`config.mk`:
```
export PLATFORM = sky130hd
export DESIGN_NAME = kanagawa_register_fifo_interleaved
export DESIGN_NICKNAME = d
export VERILOG_FILES = /design/src/rtl/kanagawa_register_fifo_interleaved.sv
export SDC_FILE = /design/constraint.sdc
export NUM_CORES = 1
export LEC_CHECK = 0
export BUFFER_PORTS_ARGS = -buffer_cell sky130_fd_sc_hd__buf_2
export CORE_ASPECT_RATIO = 0.6
export CORE_UTILIZATION = 55
export DETAILED_ROUTE_END_ITERATION = 7
export PLACE_DENSITY_LB_ADDON = 0.25
export SETUP_SLACK_MARGIN = 0.05
export SLEW_MARGIN = 20
export SYNTH_ARGS = -nofsm -noshare
export SYNTH_HDL_FRONTEND = slang
export SYNTH_SLANG_ARGS = --single-unit
```
`constraint.sdc`:
```
create_clock -name clock -period 5.97 [get_ports clock]
set_clock_uncertainty 0.1 [all_clocks]
set_input_delay 0.2985 -clock clock [delete_from_list [all_inputs] [get_ports clock]]
set_output_delay 0.2985 -clock clock [all_outputs]
set_load 0.01 [all_outputs]
```
`src/rtl/kanagawa_register_fifo_interleaved.sv`:
```
// Show-ahead register FIFO built from LANES round-robin banks of LANE_DEPTH entries each.
// Provides occupancy count, almost_full, and sticky overflow/underflow flags. Reset is synchronous.
module kanagawa_register_fifo_interleaved #(
  parameter int WIDTH             = 32,
  parameter int LANES             = 2,
  parameter int LANE_DEPTH        = 1,
  parameter int ALMOST_FULL_LEVEL = LANES * LANE_DEPTH - 1,
  localparam int CAPACITY         = LANES * LANE_DEPTH,
  localparam int CW               = $clog2(CAPACITY + 1)
) (
  input  logic             clock,
  input  logic             rst,
  input  logic             wrreq,
  input  logic [WIDTH-1:0] data,
  output logic             full,
  output logic             almost_full,
  input  logic             rdreq,
  output logic             empty,
  output logic [WIDTH-1:0] q,
  output logic [CW-1:0]    count,
  output logic             overflow_err,
  output logic             underflow_err
);

  localparam int LW = (LANES > 1) ? $clog2(LANES) : 1;
  localparam int DW = (LANE_DEPTH > 1) ? $clog2(LANE_DEPTH) : 1;
  localparam logic [CW:0] AF_LEVEL = (CW + 1)'(ALMOST_FULL_LEVEL);

  logic [WIDTH-1:0] mem_q [LANES][LANE_DEPTH];
  logic [DW-1:0]    head_q [LANES];
  logic [DW-1:0]    tail_q [LANES];
  logic [LW-1:0]    wr_lane_q, wr_lane_d;
  logic [LW-1:0]    rd_lane_q, rd_lane_d;
  logic [CW-1:0]    count_q, count_d;
  logic             overflow_q, underflow_q;
  logic             write_ok, read_ok;

  function automatic logic [LW-1:0] lane_inc(input logic [LW-1:0] l);
    return (l == LW'(LANES - 1)) ? '0 : l + 1'b1;
  endfunction

  function automatic logic [DW-1:0] ptr_inc(input logic [DW-1:0] p);
    return (p == DW'(LANE_DEPTH - 1)) ? '0 : p + 1'b1;
  endfunction

  // Lanes fill and drain in the same rotation, so bank occupancies differ by at most one and
  // the global count alone decides full/empty.
  assign full          = (count_q == CW'(CAPACITY));
  assign empty         = (count_q == '0);
  assign almost_full   = ({1'b0, count_q} >= AF_LEVEL);
  assign count         = count_q;
  assign q             = mem_q[rd_lane_q][head_q[rd_lane_q]];
  assign overflow_err  = overflow_q;
  assign underflow_err = underflow_q;

  assign write_ok = wrreq & ~full;
  assign read_ok  = rdreq & ~empty;

  always_comb begin
    wr_lane_d = write_ok ? lane_inc(wr_lane_q) : wr_lane_q;
    rd_lane_d = read_ok  ? lane_inc(rd_lane_q) : rd_lane_q;
    count_d   = count_q;
    case ({write_ok, read_ok})
      2'b10:   count_d = count_q + 1'b1;
      2'b01:   count_d = count_q - 1'b1;
      default: count_d = count_q;
    endcase
  end

  always_ff @(posedge clock) begin
    if (rst) begin
      wr_lane_q   <= '0;
      rd_lane_q   <= '0;
      count_q     <= '0;
      overflow_q  <= 1'b0;
      underflow_q <= 1'b0;
      for (int i = 0; i < LANES; i++) begin
        head_q[i] <= '0;
        tail_q[i] <= '0;
      end
    end else begin
      wr_lane_q <= wr_lane_d;
      rd_lane_q <= rd_lane_d;
      count_q   <= count_d;
      if (write_ok) tail_q[wr_lane_q] <= ptr_inc(tail_q[wr_lane_q]);
      if (read_ok)  head_q[rd_lane_q] <= ptr_inc(head_q[rd_lane_q]);
      if (wrreq && full)  overflow_q  <= 1'b1;
      if (rdreq && empty) underflow_q <= 1'b1;
    end
  end

  // Storage carries no reset; only the pointers define which entries are live.
  always_ff @(posedge clock) begin
    if (!rst && write_ok) mem_q[wr_lane_q][tail_q[wr_lane_q]] <= data;
  end

`ifndef NO_DYNAMIC_ASSERTS
  always @(posedge clock) begin
    if (!rst) begin
      assert (!(wrreq && full))  else $warning("overflow: write request while full");
      assert (!(rdreq && empty)) else $warning("underflow: read request while empty");
    end
  end
`endif

endmodule

```
==> results.rst, run 1 <==
.. list-table::
   :header-rows: 1

   * - Metric
     - Value
   * - Port Buffer Count
     - 74
   * - TritonCTS clock tree
     - built
   * - Startpoint types
     - register
   * - Net count after synthesis
     - roughly 170
   * - Total DRC errors in the routed layout
     - 0
   * - First-pass GRT wire length
     - roughly 6800 um
   * - Post-DR wirelength/cell
     - ~16 um
   * - DR iter-0 viols
     - 67
   * - Die area
     - between 5000 and 6000 um2
   * - Largest stage delay on the critical path
     - around 0.77 ns
   * - Most common cell after layout, fill and taps aside
     - sky130_fd_sc_hd__buf_2
   * - TritonCTS sink count
     - 71
   * - Via count
     - 1403
   * - Syn_area_per_cell
     - around 21 um2
   * - Count of antenna-violating nets left after detailed routing
     - 0
   * - Count of H-tree levels built during CTS
     - 3
   * - Met2 wire len
     - 2110 um
   * - RD Place Congestion
     - 0.735
   * - Max_slew headroom
     - 0.296
   * - Total setup violations reported at the end of the flow
     - 0
   * - Type of the setup path with the least slack
     - register to register
   * - Worst setup EP type
     - register
   * - Max-cap check violation count
     - 0
   * - Number of rows created at floorplan
     - 19
   * - Accumulated negative setup slack
     - 0 ns
   * - Power density relative to cell area
     - 415 nW/um2
   * - Die boundary width
     - 93.7 um
   * - Final Worst Setup Slack
     - 3.37 ns
   * - Synthesis warning total
     - 0
   * - Final critical delay including setup and external delays
     - 2.60 ns
   * - Met1 WL
     - 2000 um
   * - Buffers inserted during post-CTS setup optimization
     - 0
   * - Congestion Overflow GR
     - 0
   * - Distinct cells, synth
     - 18
   * - Worst endpoint data arrival time
     - 2.50 ns
   * - Least-Margin Pin Slew
     - 1.06 ns
   * - Hold WC Path Type
     - input port to register
   * - Floorplan die height
     - 57.0 um
   * - Largest fanout of any net on the critical path
     - 21
   * - Static leakage power
     - around 1.4 nW
   * - Effective utilization at floorplan
     - 0.590
   * - Highest clock rate
     - 385 MHz
   * - Core footprint
     - about 4700 um2
   * - Clock root buffer master
     - sky130_fd_sc_hd__clkbuf_8
   * - Unrepaired setup endpoints after global routing
     - false
   * - Fraction of layout cells with a size suffix above 1
     - 0.575
   * - Post-CTS sizing
     - 0
   * - Post-Synthesis Cells
     - 133
   * - Skew-Pair Late Insertion Delay
     - 0.32 ns
   * - Antenna Cells
     - 0
   * - Hold Violations, Final
     - 0
   * - Count of nets after finishing
     - 255
   * - Final critical-path share of the clock period
     - 0.435
   * - Peak supply drop
     - between 0.0002 and 0.0003 V
   * - Area of the mapped netlist
     - 2780 um2
   * - Met3 Routed Length
     - between 300 and 400 um
   * - Pins over their slew limit
     - 0
   * - Maximum number of pins on one net before global-route repair
     - 33
   * - DP Worst Slack
     - between 3 and 4 ns
   * - CTS hold repair buffers
     - 0
   * - Tot GR Track Use
     - 0.183
   * - Slowest-stage cell, CP
     - sky130_fd_sc_hd__nor3b_2
   * - Cell breakdown of the critical path
     - inv_1 > ha_1 > nand2b_1 > nor3b_2 > buf_4
   * - Final standard cell utilization of the core
     - 0.721
   * - Smallest hold slack
     - around 0.056 ns
   * - Worst-case clock buffer depth
     - 2
   * - Number of buffers added by the clock tree synthesis step
     - 9
   * - 1st-pass router iterations
     - 4
   * - Vias per cell
     - 4.98
   * - Via count of the first global-routing pass
     - ~1400
   * - Layout Area Growth over Synthesis
     - 22.2%
   * - Clock-pin slew of the registers on the worst-case setup and hold paths
     - 0.07 ns
   * - Total length of routed wires
     - 4470 um
   * - Highest-count cells in the layout ignoring fill and taps
     - sky130_fd_sc_hd__buf_2 (74), sky130_fd_sc_hd__edfxtp_1 (64), sky130_fd_sc_hd__mux2_4 (30)
   * - Critical path required time
     - 5.87 ns
   * - Number of flip-flops and latches in the synthesized netlist
     - just over 70
   * - Uppermost signal routing layer after detailed routing
     - met4
   * - Status
     - finished, final reports clean
   * - Count of pins on the block boundary
     - 75
   * - Sequential-to-total area share from yosys stat
     - 0.743
   * - Antenna violations before repair
     - 0
==> power breakdown <==
group          total [mW]  switching, mW  internal [mW]
logic               0.354          0.159          0.196
clock network       0.394          0.162          0.232
registers           0.661         0.0588          0.602
total                1.41          0.379           1.03
==> logic make-up after synthesis <==
family | after synthesis | share of synthesized area
AND/OR/NAND/NOR | 11 | 0.0189
multiplexers | 32 | 0.170
XOR/XNOR | 4 | 0.0126
AO/OA/AOI/OAI | 3 | 0.00631
buffers and inverters | 8 | 0.0311
adder cells (fa/ha/maj) | 4 | 0.0180
flip-flops | 71 | 0.743
==> critical path: cells and delay by family, from the launching register on <==
kind	cells	cell delay [ns]
AND/OR/NAND/NOR	2	1.02
flip-flops	1	0.38
buffers and inverters	2	0.53
adder cells (fa/ha/maj)	1	0.22
==> stage by stage <==
stage          std cells  area (um2)  total power [mW]
6_report             282        3390              1.41
5_1_grt              282        3390              1.47
4_1_cts              282        3390              1.42
3_5_place_dp         267        3180              1.02
3_3_place_gp         267        3180              1.01
2_1_floorplan        133        2780             0.928
==> state kept, by name (all words and copies together) (netlist names), named ones only <==
| name | cells |
|---|---|
| count | 2 |
| rd_lane_q | 1 |
| underflow_err | 1 |
| mem_q | 64 |
| overflow_err | 1 |
| wr_lane_q | 1 |
==> layer usage <==
metal,track usage,vias to the layer above
met4,0.0681,0
met1,0.230,684
li1,-,665
met2,0.288,50
met5,0,-
met3,0.0747,4
==> layout make-up <==
| cell class | count | area, um2 |
|---|---|---|
| Sequential cell | 71 | 2060 |
| Clock inverter | 6 | 86.3 |
| Tap cell | 63 | 78.8 |
| Clock buffer | 9 | 124 |
| Multi-Input combinational cell | 54 | 644 |
| Timing Repair Buffer | 76 | 385 |
| Fill cell | 321 | 1310 |
| Inverter | 3 | 11.3 |
==> path summary, 6_finish.rpt <==
check | startpoint | endpoint | slack (ns) | cells past startpoint
worst min register to register | overflow_err$_SDFFE_PP0P_ | overflow_err$_SDFFE_PP0P_ | 0.37 | 2
worst max-delay path | count[0]$_SDFFE_PP0P_ | mem_q[1][30]$_DFFE_PP_ | 3.37 | 5
worst min-delay path | data[7] | mem_q[1][7]$_DFFE_PP_ | 0.06 | 1
worst max register to register | count[0]$_SDFFE_PP0P_ | mem_q[1][30]$_DFFE_PP_ | 3.37 | 5
==> synthesized netlist by cell type <==
library cell	number	area (um2)
sky130_fd_sc_hd__nor3b_1	1	7.51
sky130_fd_sc_hd__edfxtp_1	64	1920
sky130_fd_sc_hd__xor2_1	3	26.3
sky130_fd_sc_hd__mux2_4	30	450
sky130_fd_sc_hd__buf_12	3	60.1
sky130_fd_sc_hd__inv_1	3	11.3
sky130_fd_sc_hd__nand2b_1	1	6.26
sky130_fd_sc_hd__ha_1	4	50.1
sky130_fd_sc_hd__clkbuf_1	1	3.75
sky130_fd_sc_hd__dfxtp_1	7	140
sky130_fd_sc_hd__a211oi_1	1	7.51
sky130_fd_sc_hd__buf_6	1	11.3
sky130_fd_sc_hd__xnor2_1	1	8.76
sky130_fd_sc_hd__mux2_2	2	22.5
sky130_fd_sc_hd__nor3_1	1	5.00
sky130_fd_sc_hd__and2b_1	1	7.51
sky130_fd_sc_hd__nor2_1	7	26.3
sky130_fd_sc_hd__a21oi_1	2	10.0
No activity file was read; power rests on OpenSTA's default activity.
==> run 2: changes to the inputs <==
--- a/config.mk
+++ b/config.mk
@@ -7,7 +7,7 @@
 export LEC_CHECK = 0
 export BUFFER_PORTS_ARGS = -buffer_cell sky130_fd_sc_hd__buf_2
 export CORE_ASPECT_RATIO = 0.6
-export CORE_UTILIZATION = 55
+export CORE_UTILIZATION = 52
 export DETAILED_ROUTE_END_ITERATION = 7
 export PLACE_DENSITY_LB_ADDON = 0.25
 export SETUP_SLACK_MARGIN = 0.05
==> constraint.sdc (replaced) <==
create_clock -name clock -period 2.7 [get_ports clock]
set_clock_uncertainty 0.1 [all_clocks]
set_input_delay 0.135 -clock clock [delete_from_list [all_inputs] [get_ports clock]]
set_output_delay 0.135 -clock clock [all_outputs]
set_load 0.01 [all_outputs]
==> results.rst, run 2 (synthesis results as in run 1) <==
.. list-table::
   :header-rows: 1

   * - Metric
     - Value
   * - DP Worst Slack
     - 0.688 ns (was 3.31 ns)
   * - Hold Crit Start
     - rst (was data[7])
   * - Static leakage power
     - 1.54 nW (was 1.37 nW)
   * - Effective utilization at floorplan
     - 0.544 (was 0.590)
   * - Tot GR Track Use
     - 0.187 (was 0.183)
   * - Smallest hold slack
     - 0.0174 ns (was 0.0559 ns)
   * - Max-cap check violation count
     - 0 (unchanged)
   * - Reg-to-reg critical path endpoint
     - mem_q[1][26]$_DFFE_PP_ (was mem_q[1][30]$_DFFE_PP_)
   * - Largest fanout of any net on the critical path
     - 19 (was 21)
   * - Unrepaired setup endpoints after global routing
     - false (unchanged)
   * - Final Worst Setup Slack
     - 0.611 ns (was 3.37 ns)
   * - Antenna Cells
     - 0 (unchanged)
   * - Congestion Overflow GR
     - 0 (unchanged)
   * - Most common cell after layout, fill and taps aside
     - sky130_fd_sc_hd__buf_2 (unchanged)
   * - RD Place Congestion
     - 0.722 (was 0.735)
   * - Count of H-tree levels built during CTS
     - 3 (unchanged)
   * - Number of buffers added by the clock tree synthesis step
     - 9 (unchanged)
   * - CTS hold repair buffers
     - 34 (was 0)
   * - Post-CTS sizing
     - 0 (unchanged)
   * - Core footprint
     - 5100 um2 (was 4710 um2)
   * - Hold WC Path Type
     - input port to register (unchanged)
   * - Vias per cell
     - 4.79 (was 4.98)
   * - Floorplan die height
     - 58.6 um (was 57.0 um)
   * - Total setup violations reported at the end of the flow
     - 0 (unchanged)
   * - Reg2reg path depth
     - 5 (unchanged)
   * - Kind of cell adding the most delay to the critical path
     - flip-flops (was simple AND/OR/NAND/NOR gates)
   * - Hold Violations, Final
     - 0 (unchanged)
   * - Count of antenna-violating nets left after detailed routing
     - 0 (unchanged)
   * - Skew-Pair Late Insertion Delay
     - 0.34 ns (was 0.32 ns)
   * - 1st-pass router iterations
     - 4 (unchanged)
   * - Buffers and inverters on the worst path
     - 2 (unchanged)
   * - Highest clock rate
     - about 480 MHz
   * - Clock root buffer master
     - sky130_fd_sc_hd__clkbuf_8 (unchanged)
   * - Die boundary width
     - 96.3 um (was 93.7 um)
   * - Critical path required time
     - 2.47 ns (was 5.87 ns)
   * - Total Power Consumption
     - 3.27 mW (was 1.41 mW)
   * - Worst setup EP type
     - output port (was register)
   * - Slowest-stage cell, CP
     - sky130_fd_sc_hd__dfxtp_2 (was sky130_fd_sc_hd__nor3b_2)
   * - Type of the setup path with the least slack
     - register to output port (was register to register)
   * - Hold path cells
     - 2 (was 1)
   * - Detailed-placement wirelength estimate
     - 3010 um
   * - TritonCTS clock tree
     - built (unchanged)
   * - Count of pins on the block boundary
     - 75 (unchanged)
   * - Post-DR wirelength/cell
     - 14.6 um (was 15.8 um)
   * - Beginning of the worst register-to-register path
     - count[0]$_SDFFE_PP0P_ (unchanged)
   * - Flip-flop count of the largest register, all copies and words added
     - 64 (unchanged)
   * - Status
     - finished, final reports clean (unchanged)
   * - Fraction of layout cells with a size suffix above 1
     - 0.496 (was 0.575)
   * - Die area
     - 5650 um2 (was 5350 um2)
   * - Via count
     - 1542 (was 1403)
   * - Final critical-path share of the clock period
     - 0.774
   * - TritonCTS sink count
     - 71 (unchanged)
   * - Highest-count cells in the layout ignoring fill and taps
     - sky130_fd_sc_hd__buf_2 (74), sky130_fd_sc_hd__edfxtp_1 (64), sky130_fd_sc_hd__dlygate4sd3_1 (34) (was sky130_fd_sc_hd__buf_2 (74), sky130_fd_sc_hd__edfxtp_1 (64), sky130_fd_sc_hd__mux2_4 (30))
   * - Accumulated negative setup slack
     - 0 ns (unchanged)
   * - Maximum number of pins on one net before global-route repair
     - 33 (unchanged)
   * - Worst endpoint data arrival time
     - 1.85 ns (was 2.50 ns)
   * - Peak supply drop
     - 0.000499 V (was 0.000253 V)
   * - Pins over their slew limit
     - 0 (unchanged)
   * - R2R Setup Slk
     - 0.70 ns (was 3.37 ns)
   * - First-pass GRT wire length
     - 7200 um (was 6800 um)
   * - Largest stage delay on the critical path
     - 0.72 ns (was 0.77 ns)
   * - Worst-case clock buffer depth
     - 2 (unchanged)
   * - Uppermost signal routing layer after detailed routing
     - met4 (unchanged)
   * - End of the worst hold path
     - rd_lane_q$_SDFFE_PP0P_ (was mem_q[1][7]$_DFFE_PP_)
   * - Total DRC errors in the routed layout
     - 0 (unchanged)
   * - Clock-pin slew of the registers on the worst-case setup and hold paths
     - 0.07 ns (about the same)
   * - Startpoint types
     - register (unchanged)
   * - Number of rows created at floorplan
     - 20 (was 19)
   * - Power density relative to cell area
     - 863 nW/um2 (was 415 nW/um2)
   * - Max_slew headroom
     - 0.600 (was 0.296)
   * - Count of nets after finishing
     - 291 (was 255)
   * - Final critical delay including setup and external delays
     - approximately 2.1 ns
   * - Via count of the first global-routing pass
     - 1551 (was 1405)
   * - Total length of routed wires
     - 4710 um (was 4470 um)
   * - Least-Margin Pin Slew
     - 0.600 ns (was 1.06 ns)
   * - Port Buffer Count
     - 74 (unchanged)
   * - Layout Area Growth over Synthesis
     - 36.3% (was 22.2%)
   * - Antenna violations before repair
     - 0 (unchanged)
   * - Met1 WL
     - 2010 um (was 2000 um)
   * - Met2 wire len
     - 2300 um (was 2110 um)
   * - Cell breakdown of the critical path
     - buf_4 > mux2_4 > buf_2 (was inv_1 > ha_1 > nand2b_1 > nor3b_2 > buf_4)
   * - Met3 Routed Length
     - 348 um (was 316 um)
   * - Buffers inserted during post-CTS setup optimization
     - 0 (unchanged)
   * - DR iter-0 viols
     - 55 (was 67)
[run 2: cell types whose count changed in the layout (fill, tap and decap cells not counted)]
cell,change
sky130_fd_sc_hd__clkinv_2,-1
sky130_fd_sc_hd__buf_4,+2
sky130_fd_sc_hd__clkinvlp_4,-1
sky130_fd_sc_hd__dlygate4sd3_1,+34
sky130_fd_sc_hd__nor3b_4,+1
sky130_fd_sc_hd__nor3b_2,-1
sky130_fd_sc_hd__clkinv_1,+2
sky130_fd_sc_hd__bufinv_16,+1
[run 2: where the power goes]
group / total (mW) / internal (mW) / switching, mW
Combinational: 0.875 / 0.471 / 0.405
Sequential: 1.42 / 1.33 / 0.0910
Clock: 0.968 / 0.607 / 0.361
[run 2: per-layer routing]
metal	vias up	track usage
met5	-	0
met4	0	0.0756
met3	7	0.0853
met2	54	0.311
met1	741	0.212
li1	740	-
[run 2: final cells by class]
cell class,instances,area [um2]
clock buffers,9,124
clock inverters,7,111
fillers,316,1320
inverters,3,11.3
multi-input cells,54,651
flip-flops and latches,71,2060
well taps,66,82.6
repair buffers,112,741
[run 2: through the flow]
stage	util	cells	cell area [um2]
finish	0.741	322	3780
global route	0.741	322	3780
CTS	0.741	322	3780
detailed placement	0.628	272	3210
global placement	0.628	272	3210
floorplan	-	133	2800
[run 2: how the worst max path moves through the flow]
stage	depth (start not counted)	slack, ns	to
2_1_floorplan	4	0.27	mem_q[1][0]$_DFFE_PP_
3_3_place_gp	5	0.76	mem_q[1][3]$_DFFE_PP_
3_5_place_dp	5	0.69	mem_q[1][19]$_DFFE_PP_
4_1_cts	3	0.57	q[1]
5_1_grt	3	0.50	q[1]
6_report	3	0.61	q[1]
